<file path="config.mk">
export PLATFORM = sky130hd
export DESIGN_NAME = tl_phase_monitor
export DESIGN_NICKNAME = d
export VERILOG_FILES = /design/src/rtl/tl_pkg.sv /design/src/rtl/tl_light_decode.sv /design/src/rtl/tl_phase_monitor.sv
export SDC_FILE = /design/constraint.sdc
export NUM_CORES = 1
export LEC_CHECK = 0
export ABC_AREA = 1
export BUFFER_PORTS_ARGS = -buffer_cell sky130_fd_sc_hd__buf_2
export CAP_MARGIN = 40
export CORE_MARGIN = 8
export CORE_UTILIZATION = 45
export DETAILED_ROUTE_END_ITERATION = 10
export GPL_TIMING_DRIVEN = 1
export PLACE_DENSITY = 0.82
export SLEW_MARGIN = 20
export SYNTH_ARGS = -nofsm -noshare
export SYNTH_HDL_FRONTEND = slang
export SYNTH_SLANG_ARGS = --single-unit
</file>
<file path="constraint.sdc">
create_clock -name clk -period 5.25 [get_ports clk]
set_clock_uncertainty 0.05 [all_clocks]
set_input_delay 1.05 -clock clk [delete_from_list [all_inputs] [get_ports clk]]
set_output_delay 1.05 -clock clk [all_outputs]
set_load 0.02 [all_outputs]
</file>
<file path="src/rtl/tl_pkg.sv">
// Shared definitions for the traffic-light interface.
//   - 48-bit ASCII light codes, right-justified and zero-padded
//   - phase / FSM state encoding (also the value driven on the phase output)
//   - bit positions inside err_sticky
//   - next_phase(): the one legal successor of each running phase
package tl_pkg;

    // "GREEN", "YELLOW", "RED" as right-justified ASCII, upper bytes zero.
    localparam logic [47:0] LIGHT_GREEN  = 48'h00_47_52_45_45_4E;
    localparam logic [47:0] LIGHT_YELLOW = 48'h59_45_4C_4C_4F_57;
    localparam logic [47:0] LIGHT_RED    = 48'h00_00_00_52_45_44;

    // Phase encoding; doubles as the monitor FSM state encoding.
    localparam logic [1:0] PH_SYNC   = 2'b00;
    localparam logic [1:0] PH_GREEN  = 2'b01;
    localparam logic [1:0] PH_YELLOW = 2'b10;
    localparam logic [1:0] PH_RED    = 2'b11;

    // err_sticky = {code, seq, long, short}
    localparam int ERR_SHORT = 0;
    localparam int ERR_LONG  = 1;
    localparam int ERR_SEQ   = 2;
    localparam int ERR_CODE  = 3;

    // GREEN -> YELLOW -> RED -> GREEN. SYNC has no running successor.
    function automatic logic [1:0] next_phase(input logic [1:0] p);
        logic [1:0] n;
        case (p)
            PH_GREEN:  n = PH_YELLOW;
            PH_YELLOW: n = PH_RED;
            PH_RED:    n = PH_GREEN;
            default:   n = PH_GREEN;
        endcase
        return n;
    endfunction

endpackage

</file>
<file path="src/rtl/tl_light_decode.sv">
// Combinational decode of the 48-bit ASCII light code to a phase.
// Ports:
//   light  in  [48:1]  ASCII light code
//   phase  out [1:0]   PH_GREEN / PH_YELLOW / PH_RED (PH_SYNC when bad)
//   bad    out         1 when light is not one of the three known codes
module tl_light_decode
    import tl_pkg::*;
(
    input  logic [48:1] light,
    output logic [1:0]  phase,
    output logic        bad
);

    always_comb begin
        phase = PH_SYNC;
        bad   = 1'b0;
        if (light == LIGHT_GREEN) begin
            phase = PH_GREEN;
        end else if (light == LIGHT_YELLOW) begin
            phase = PH_YELLOW;
        end else if (light == LIGHT_RED) begin
            phase = PH_RED;
        end else begin
            bad = 1'b1;
        end
    end

endmodule

</file>
<file path="src/rtl/tl_phase_monitor.sv">
// Passive phase-order and dwell-time monitor for the traffic-light interface.
// One light sample is taken on every rising clk edge; all outputs are
// registered, so the effect of a sample is visible in the following cycle.
// Ports:
//   clk         in        rising-edge clock
//   rst         in        synchronous reset, active low
//   light       in [48:1] ASCII light code
//   clr         in        clears err_sticky and cycles
//   phase       out [1:0] current FSM state (00 SYNC, 01 G, 10 Y, 11 R)
//   dwell       out [CW]  samples seen in the current phase (saturating)
//   err_seq     out       pulse: illegal phase transition
//   err_code    out       pulse: unrecognised light code
//   err_short   out       pulse: phase exited before EXP-TOL samples
//   err_long    out       pulse: phase reached EXP+TOL+1 samples
//   err_sticky  out [3:0] {code, seq, long, short} accumulated
//   cycles      out [15:0] error-free GREEN->YELLOW->RED cycles (wraps)
// Handshake: none; light is sampled unconditionally every cycle.
module tl_phase_monitor
    import tl_pkg::*;
#(
    parameter int GREEN_CYC  = 30,
    parameter int YELLOW_CYC = 100,
    parameter int RED_CYC    = 100,
    parameter int TOL        = 10,
    parameter int CW         = 8
) (
    input  logic          clk,
    input  logic          rst,
    input  logic [48:1]   light,
    input  logic          clr,
    output logic [1:0]    phase,
    output logic [CW-1:0] dwell,
    output logic          err_seq,
    output logic          err_code,
    output logic          err_short,
    output logic          err_long,
    output logic [3:0]    err_sticky,
    output logic [15:0]   cycles
);

    localparam logic [CW-1:0] DWELL_MAX = {CW{1'b1}};

    logic [1:0]    code;
    logic          bad;

    // phase is the FSM state register itself.
    logic [1:0]    nxt_phase;
    logic [CW-1:0] nxt_dwell;
    logic          clean;
    logic          nxt_clean;
    logic          p_seq, p_code, p_short, p_long;
    logic          credit;
    logic [CW-1:0] lim_lo, lim_hi;

    tl_light_decode u_decode (
        .light (light),
        .phase (code),
        .bad   (bad)
    );

    // Dwell window of the phase currently being timed.
    always_comb begin
        lim_lo = '0;
        lim_hi = DWELL_MAX;
        case (phase)
            PH_GREEN: begin
                lim_lo = CW'(GREEN_CYC - TOL);
                lim_hi = CW'(GREEN_CYC + TOL);
            end
            PH_YELLOW: begin
                lim_lo = CW'(YELLOW_CYC - TOL);
                lim_hi = CW'(YELLOW_CYC + TOL);
            end
            PH_RED: begin
                lim_lo = CW'(RED_CYC - TOL);
                lim_hi = CW'(RED_CYC + TOL);
            end
            default: ;
        endcase
    end

    always_comb begin
        nxt_phase = phase;
        nxt_dwell = dwell;
        nxt_clean = clean;
        p_seq     = 1'b0;
        p_code    = 1'b0;
        p_short   = 1'b0;
        p_long    = 1'b0;
        credit    = 1'b0;

        if (bad) begin
            p_code    = 1'b1;
            nxt_phase = PH_SYNC;
            nxt_dwell = '0;
            nxt_clean = 1'b0;
        end else if (phase == PH_SYNC) begin
            // Only GREEN opens tracking; YELLOW/RED are ignored here.
            if (code == PH_GREEN) begin
                nxt_phase = PH_GREEN;
                nxt_dwell = CW'(1);
                nxt_clean = 1'b1;
            end
        end else if (code == phase) begin
            if (dwell != DWELL_MAX) begin
                nxt_dwell = dwell + CW'(1);
            end
            // Fires only on the step from EXP+TOL to EXP+TOL+1, so once
            // per phase even when dwell later saturates.
            if (dwell == lim_hi) begin
                p_long    = 1'b1;
                nxt_clean = 1'b0;
            end
        end else if (code == next_phase(phase)) begin
            p_short   = (dwell < lim_lo);
            nxt_phase = code;
            nxt_dwell = CW'(1);
            if (phase == PH_RED) begin
                // A short RED still spoils the cycle being closed.
                credit    = clean & ~p_short;
                nxt_clean = 1'b1;
            end else if (p_short) begin
                nxt_clean = 1'b0;
            end
        end else begin
            p_seq     = 1'b1;
            nxt_phase = PH_SYNC;
            nxt_dwell = '0;
            nxt_clean = 1'b0;
        end
    end

    always_ff @(posedge clk) begin
        if (!rst) begin
            phase      <= PH_SYNC;
            dwell      <= '0;
            clean      <= 1'b0;
            err_seq    <= 1'b0;
            err_code   <= 1'b0;
            err_short  <= 1'b0;
            err_long   <= 1'b0;
            err_sticky <= '0;
            cycles     <= '0;
        end else begin
            phase     <= nxt_phase;
            dwell     <= nxt_dwell;
            clean     <= nxt_clean;
            err_seq   <= p_seq;
            err_code  <= p_code;
            err_short <= p_short;
            err_long  <= p_long;
            // clr clears first; an error or credit on the same edge survives.
            err_sticky <= (clr ? 4'b0000 : err_sticky) | {p_code, p_seq, p_long, p_short};
            cycles     <= (clr ? 16'd0 : cycles) + {15'd0, credit};
        end
    end

endmodule
</file>
Word level (Yosys, flattened, before mapping) --
Cells that the tools add are included.
Storage, ports and cells: flip-flop bits (word level) 35, latch bits 0, memory bits (writable) 0, memory bits (read-only) 0, bits of input ports 51, output and inout bits 34, logic and storage cells 86, memories kept 0
Operators by class: $add $sub $neg 2, multiply operators 0, div/mod/pow operators 0, order comparisons 1, eq/ne operators 16, shift operators 0, mux-type cells 48, bitwise gates (word level) 4, reduce and logical (&&, ||, !) cells 6
Operators by type and width (count):
- $eq 48x23->1 const B | 1
- $eq 48x39->1 const B | 1
- $eq 48x47->1 const B | 1
- $mux 8 | 4
- $mux 1 | 29
- $mux 2 | 10
- $add 16x1->16 | 1
- $mux 16 | 1
- $pmux 8 s2 | 1
- $pmux 7 s2 | 1
- $add 8x1->8 const B | 1
- $eq 8x8->1 | 1
- $lt 8x8->1 | 1
- $ne 8x8->1 const B | 1
- $ne 3x2->1 const B | 2
- $ne 5x3->1 const B | 1
- $eq 2x1->1 const B | 2
- $eq 2x2->1 | 2
- $eq 2x2->1 const B | 2
- $mux 4 | 1
- $or 4x4->4 | 1
- $pmux 2 s2 | 1
- $reduce_and 2->1 | 2
- $reduce_or 2->1 | 2
- other kinds (6) | 7

Depth between registers and ports, before layout --
depth after elaboration 14, gate-level depth with buffers 23, mapped depth without buffers 23

Cells and area by module --
A second synthesis with hierarchy kept.
Second synthesis, totals: cell total of the unflattened synthesis 435, area total of the unflattened synthesis 2591.2 um^2
Modules (own cells, without submodules):
- tl_phase_monitor | instances 1, cells each 297, area an instance 2023.2 um^2, sequential area each 700.7 um^2
- tl_light_decode | instances 1, cells each 138, area an instance 568.0 um^2, sequential area each 0.0 um^2

Least setup slack after synthesis --
Ideal clock, no wire load.
path type register -> register, start point register phase[0], end point register cycles[14], setup time 115 ps, arrival time 3516 ps, data required time 5085 ps, path slack 1569 ps, stages on the path, launching flop included 22, buffers on the path 0, period minus slack after synthesis 3681 ps, cell sequence dfxtp_1 -> inv_1 -> ha_1 -> inv_1 -> o21ai_1 -> ha_1 -> inv_1 -> nor4_1 -> nand2_1 -> nand2_1 -> nand4_1 -> nor3_1 -> ha_1 -> ha_1 -> and3b_1 -> nand3_1 -> nor3_2 -> nand4_1 -> nor3_2 -> nand3_1 -> nand2_1 -> nor2_1
Between the ends: word-level cells in the longest chain between the ends 12, elaborated cells between the ends (all ways) 21, those cells by class add/sub (1); order compare (1); eq/ne (5); mux (10); bitwise (2); reduce/logical (2)
Ends and longest elaborated chain:
- start: declaration | RTL line tl_phase_monitor.sv:31 | output logic [1:0] phase,
- start signal: assignment | RTL line tl_phase_monitor.sv:145 | phase <= nxt_phase;
- $eq 2x2->1 (on tied branches) | RTL line tl_phase_monitor.sv:65, tl_phase_monitor.sv:118, tl_pkg.sv:28
- $reduce_or 2->1 (no line)
- $pmux 7 s2 | RTL line tl_phase_monitor.sv:65 | case (phase)
- $lt 8x8->1 | RTL line tl_phase_monitor.sv:115 | p_short = (dwell < lim_lo);
- $not 1->1 | RTL line tl_phase_monitor.sv:120 | credit = clean & ~p_short;
- $and 1x1->1 | RTL line tl_phase_monitor.sv:120
- $mux 1 | RTL line tl_phase_monitor.sv:118 | if (phase == PH_RED) begin
- $mux 1 | RTL line tl_phase_monitor.sv:114 | end else if (code == next_phase(phase)) begin
- $mux 1 | RTL line tl_phase_monitor.sv:104 | end else if (code == phase) begin
- $mux 1 * | RTL line tl_phase_monitor.sv:97 | end else if (phase == PH_SYNC) begin
- $mux 1 * | RTL line tl_phase_monitor.sv:92 | if (bad) begin
- $add 16x1->16 * | RTL line tl_phase_monitor.sv:154 | cycles <= (clr ? 16'd0 : cycles) + {15'd0, credit};
- end signal: assignment | RTL line tl_phase_monitor.sv:154
- end: declaration | RTL line tl_phase_monitor.sv:38 | output logic [15:0] cycles
Mark *: on every way between the ends. The rest lies on a longest branch, timed or not. The select of a mux whose other input is x is not followed. A chain may end at the register's enable or synchronous reset.

Worst setup path in the final report --
start point register phase[1], end point register cycles[15]
Same word-level chain as after synthesis.

==> metrics <==
IO Count=85; worst reg2reg path endpoint=cycles[15]$_SDFF_PN0_; type of origin of the critical path=flop; Pleak=1.79 nW; DP Area=about 3500 um2; Mapped Avg Cell Area=between 5 and 6 um2; Overall Power=534 uW; share of post-route cells with drive strength above 1=between 20% and 30%; Worst-Skew Late Latency=290 ps; final non-filler cell total=683; DIE AREA=around 9600 um2; fin nets=665; Post CTS Setup Buffer Count=0; WHS Endpoint=cycles[4]$_SDFF_PN0_; drt total wl=approximately 8.7 mm; Starting Density=45.5%; leading post-synthesis cells by cell area=dfxtp_1 (23%), nand2_1 (17%), nor2_1 (13%); CP most frequent cell=nand2_1; most frequent cell after synthesis=nand2_1; Post-synth top flop=dfxtp_1; Post-synth EDFFs=0; RSZ-0062 raised after global routing=no; Vias=3,453; vias per cell=about 5; crit end category=flop; gr usage total=between 10% and 20%; area taken by multi-input logic gates=2000 um2; Die Width=98.0 um; max-slew violation count=0; # fillers=664; register area share after synthesis=23.2%; Storage cell area=701 um2; Slew headroom=between 70% and 80%; Setup TNS=0 ps; first-pass GRT wire length=about 15 mm; Row Count=30; Worst Path Max Fanout=8; Worst-Margin Slew=360 ps; area leader, netlist=dfxtp_1; Min Hold Slack=413 ps; synth warn=0; final instance area=3620 um2; wire length on met2=4.13 mm; CTS tree=done; Die Ht=98.0 um; WL met3=569 um; Final Cycle Share=78.0%; synth-to-layout area growth=19.7%; R2R cell count=23; Hold Path Depth=1; Clock transition at path regs=60 ps; min cycle time layout=~4100 ps; status=completed; max-cap violation count=0; CTS Sinks=35; crit path DAT=4220 ps; top routing layer in use=met4; largest net degree at the start of global routing=22; # placed instances=676; Post-DP HPWL=~7.2 mm; share of synthesized registers carrying an async set or reset=0%; critical path's slowest cell=dfxtp_1; drt wl/cell=12.7 um; post_cts resized=0; total grt overflow=0; Clock Path Buffers=2; area share of the largest cell type after synthesis=about 23%; Std-Cell Core Area=between 6000 and 7000 um2; H-tree levels=2; CP Cell Sequence=inv_1 -> ha_1 -> inv_1 -> o21ai_1 -> ha_1 -> inv_1 -> nor4_1 -> nand2_1 -> nand2_1 -> nand4_1 -> nor3_1 -> ha_1 -> nand2_1 -> nor2_2 -> nand2_1 -> inv_2 -> nand3_2 -> nor3_4 -> nand3_2 -> nor3_2 -> nand3_1 -> o21ai_1 -> a21oi_1; post-synthesis net count=577; vias in the first global route=about 3,400; Synth Register Bits=35; Crit path required time=5370 ps; PwrDens=148 nW/um2; Worst Min Path Start=cycles[4]$_SDFF_PN0_; Finish-stage setup viols=0; Post-Route M1 WL=3.80 mm; clock root cell=clkbuf_8; IO Port Bufs=84; cts hold-fix bufs=0; antenna cells=0; initial drt markers=246; initial antenna violation count=0; reg2reg start=phase[1]$_SDFFE_PP0P_; Worst IR Drop VDD=0.000143 V; Setup CP Type=reg -> reg; CTS Buf Count=5; HP Class=reg -> reg; synth unique cells=34; slowest stage delay, CP=480 ps; Fmax=244 MHz; drt pass-1 iters=5; DRC=0; R2R Setup Slk=1150 ps; ANT nets after route=0; Final GP Congestion=between 0.9 and 1; Mapped Cells=515; mapped cell area=3020 um2; Synth top cells by count=nand2_1 (136), nor2_1 (103), inv_1 (70); final hold vios=0
how the worst max path moves through the flow:
stage / start / endpoint / slack, ps / cells past startpoint
final: phase[1]$_SDFFE_PP0P_ / cycles[15]$_SDFF_PN0_ / 1150 / 23
after global routing: phase[1]$_SDFFE_PP0P_ / cycles[15]$_SDFF_PN0_ / 590 / 23
after CTS: phase[1]$_SDFFE_PP0P_ / cycles[15]$_SDFF_PN0_ / 1210 / 23
after detailed placement: light[14] / cycles[14]$_SDFF_PN0_ / 1180 / 22
after global placement: light[25] / cycles[14]$_SDFF_PN0_ / 1330 / 22
after floorplan: phase[0]$_SDFFE_PP0P_ / cycles[14]$_SDFF_PN0_ / 1570 / 21
layout by cell type (no fill, tap or decap), drive strengths merged, types with 6 or more instances in the layout:
cell,synthesis,final
nand4,7,7
a21oi,26,26
clkbuf,3,6
nand2,160,160
inv,82,82
nor3,8,8
buf,0,84
ha,11,11
nand3,35,35
o21ai,18,18
nor2,117,117
dfxtp,35,35
registers in the layout (all words and copies together), names as in the netlist:
register and flops:
phase 2, err_short 1, dwell 8, err_long 1, err_seq 1, cycles 16
err_sticky 4, clean 1, err_code 1
power breakdown:
part | internal, mW | leakage [nW] | switching (mW)
Combinational | 0.0264 | 1.46 | 0.0447
Clock | 0.103 | 0.0470 | 0.0939
Sequential | 0.266 | 0.282 | 0.000359
worst max-delay path, delay by kind of cell, from the launching register on:
| kind | cells | cell delay (ps) |
|---|---|---|
| AOI/OAI and AO/OA | 3 | 350 |
| and+or+nand+nor | 13 | 1730 |
| DFF | 1 | 480 |
| buffers and inverters | 4 | 530 |
| adders and majority gates | 3 | 840 |
layer usage:
metal | up-vias | global-route usage, %
met5 | - | 0
met4 | 0 | 6.00
met3 | 23 | 4.13
met2 | 120 | 31.3
met1 | 1529 | 20.3
li1 | 1781 | -
area by class of cell:
cell class              instances  area share, %
multi-input cells             395           55.3
inverters                      82           8.50
clock buffers                   6           2.28
repair buffers                 84           11.6
clock inverters                 1          0.138
flip-flops and latches         35           19.4
well taps                      80           2.77
per-stage QoR:
stage	worst slack, ps	util, %
after CTS	1210	54.5
after global routing	593	54.5
after detailed placement	1180	53.2
final	1150	54.5
after floorplan	1570	-
after global placement	1330	53.2
logic make-up after synthesis:
family	after synthesis	synth area share, %
and+or+nand+nor	334	52.4
buffers and inverters	85	10.6
AOI/OAI and AO/OA	50	9.27
DFF	35	23.2
adders and majority gates	11	4.55
Note: power is estimated with default switching activity, not from simulation.
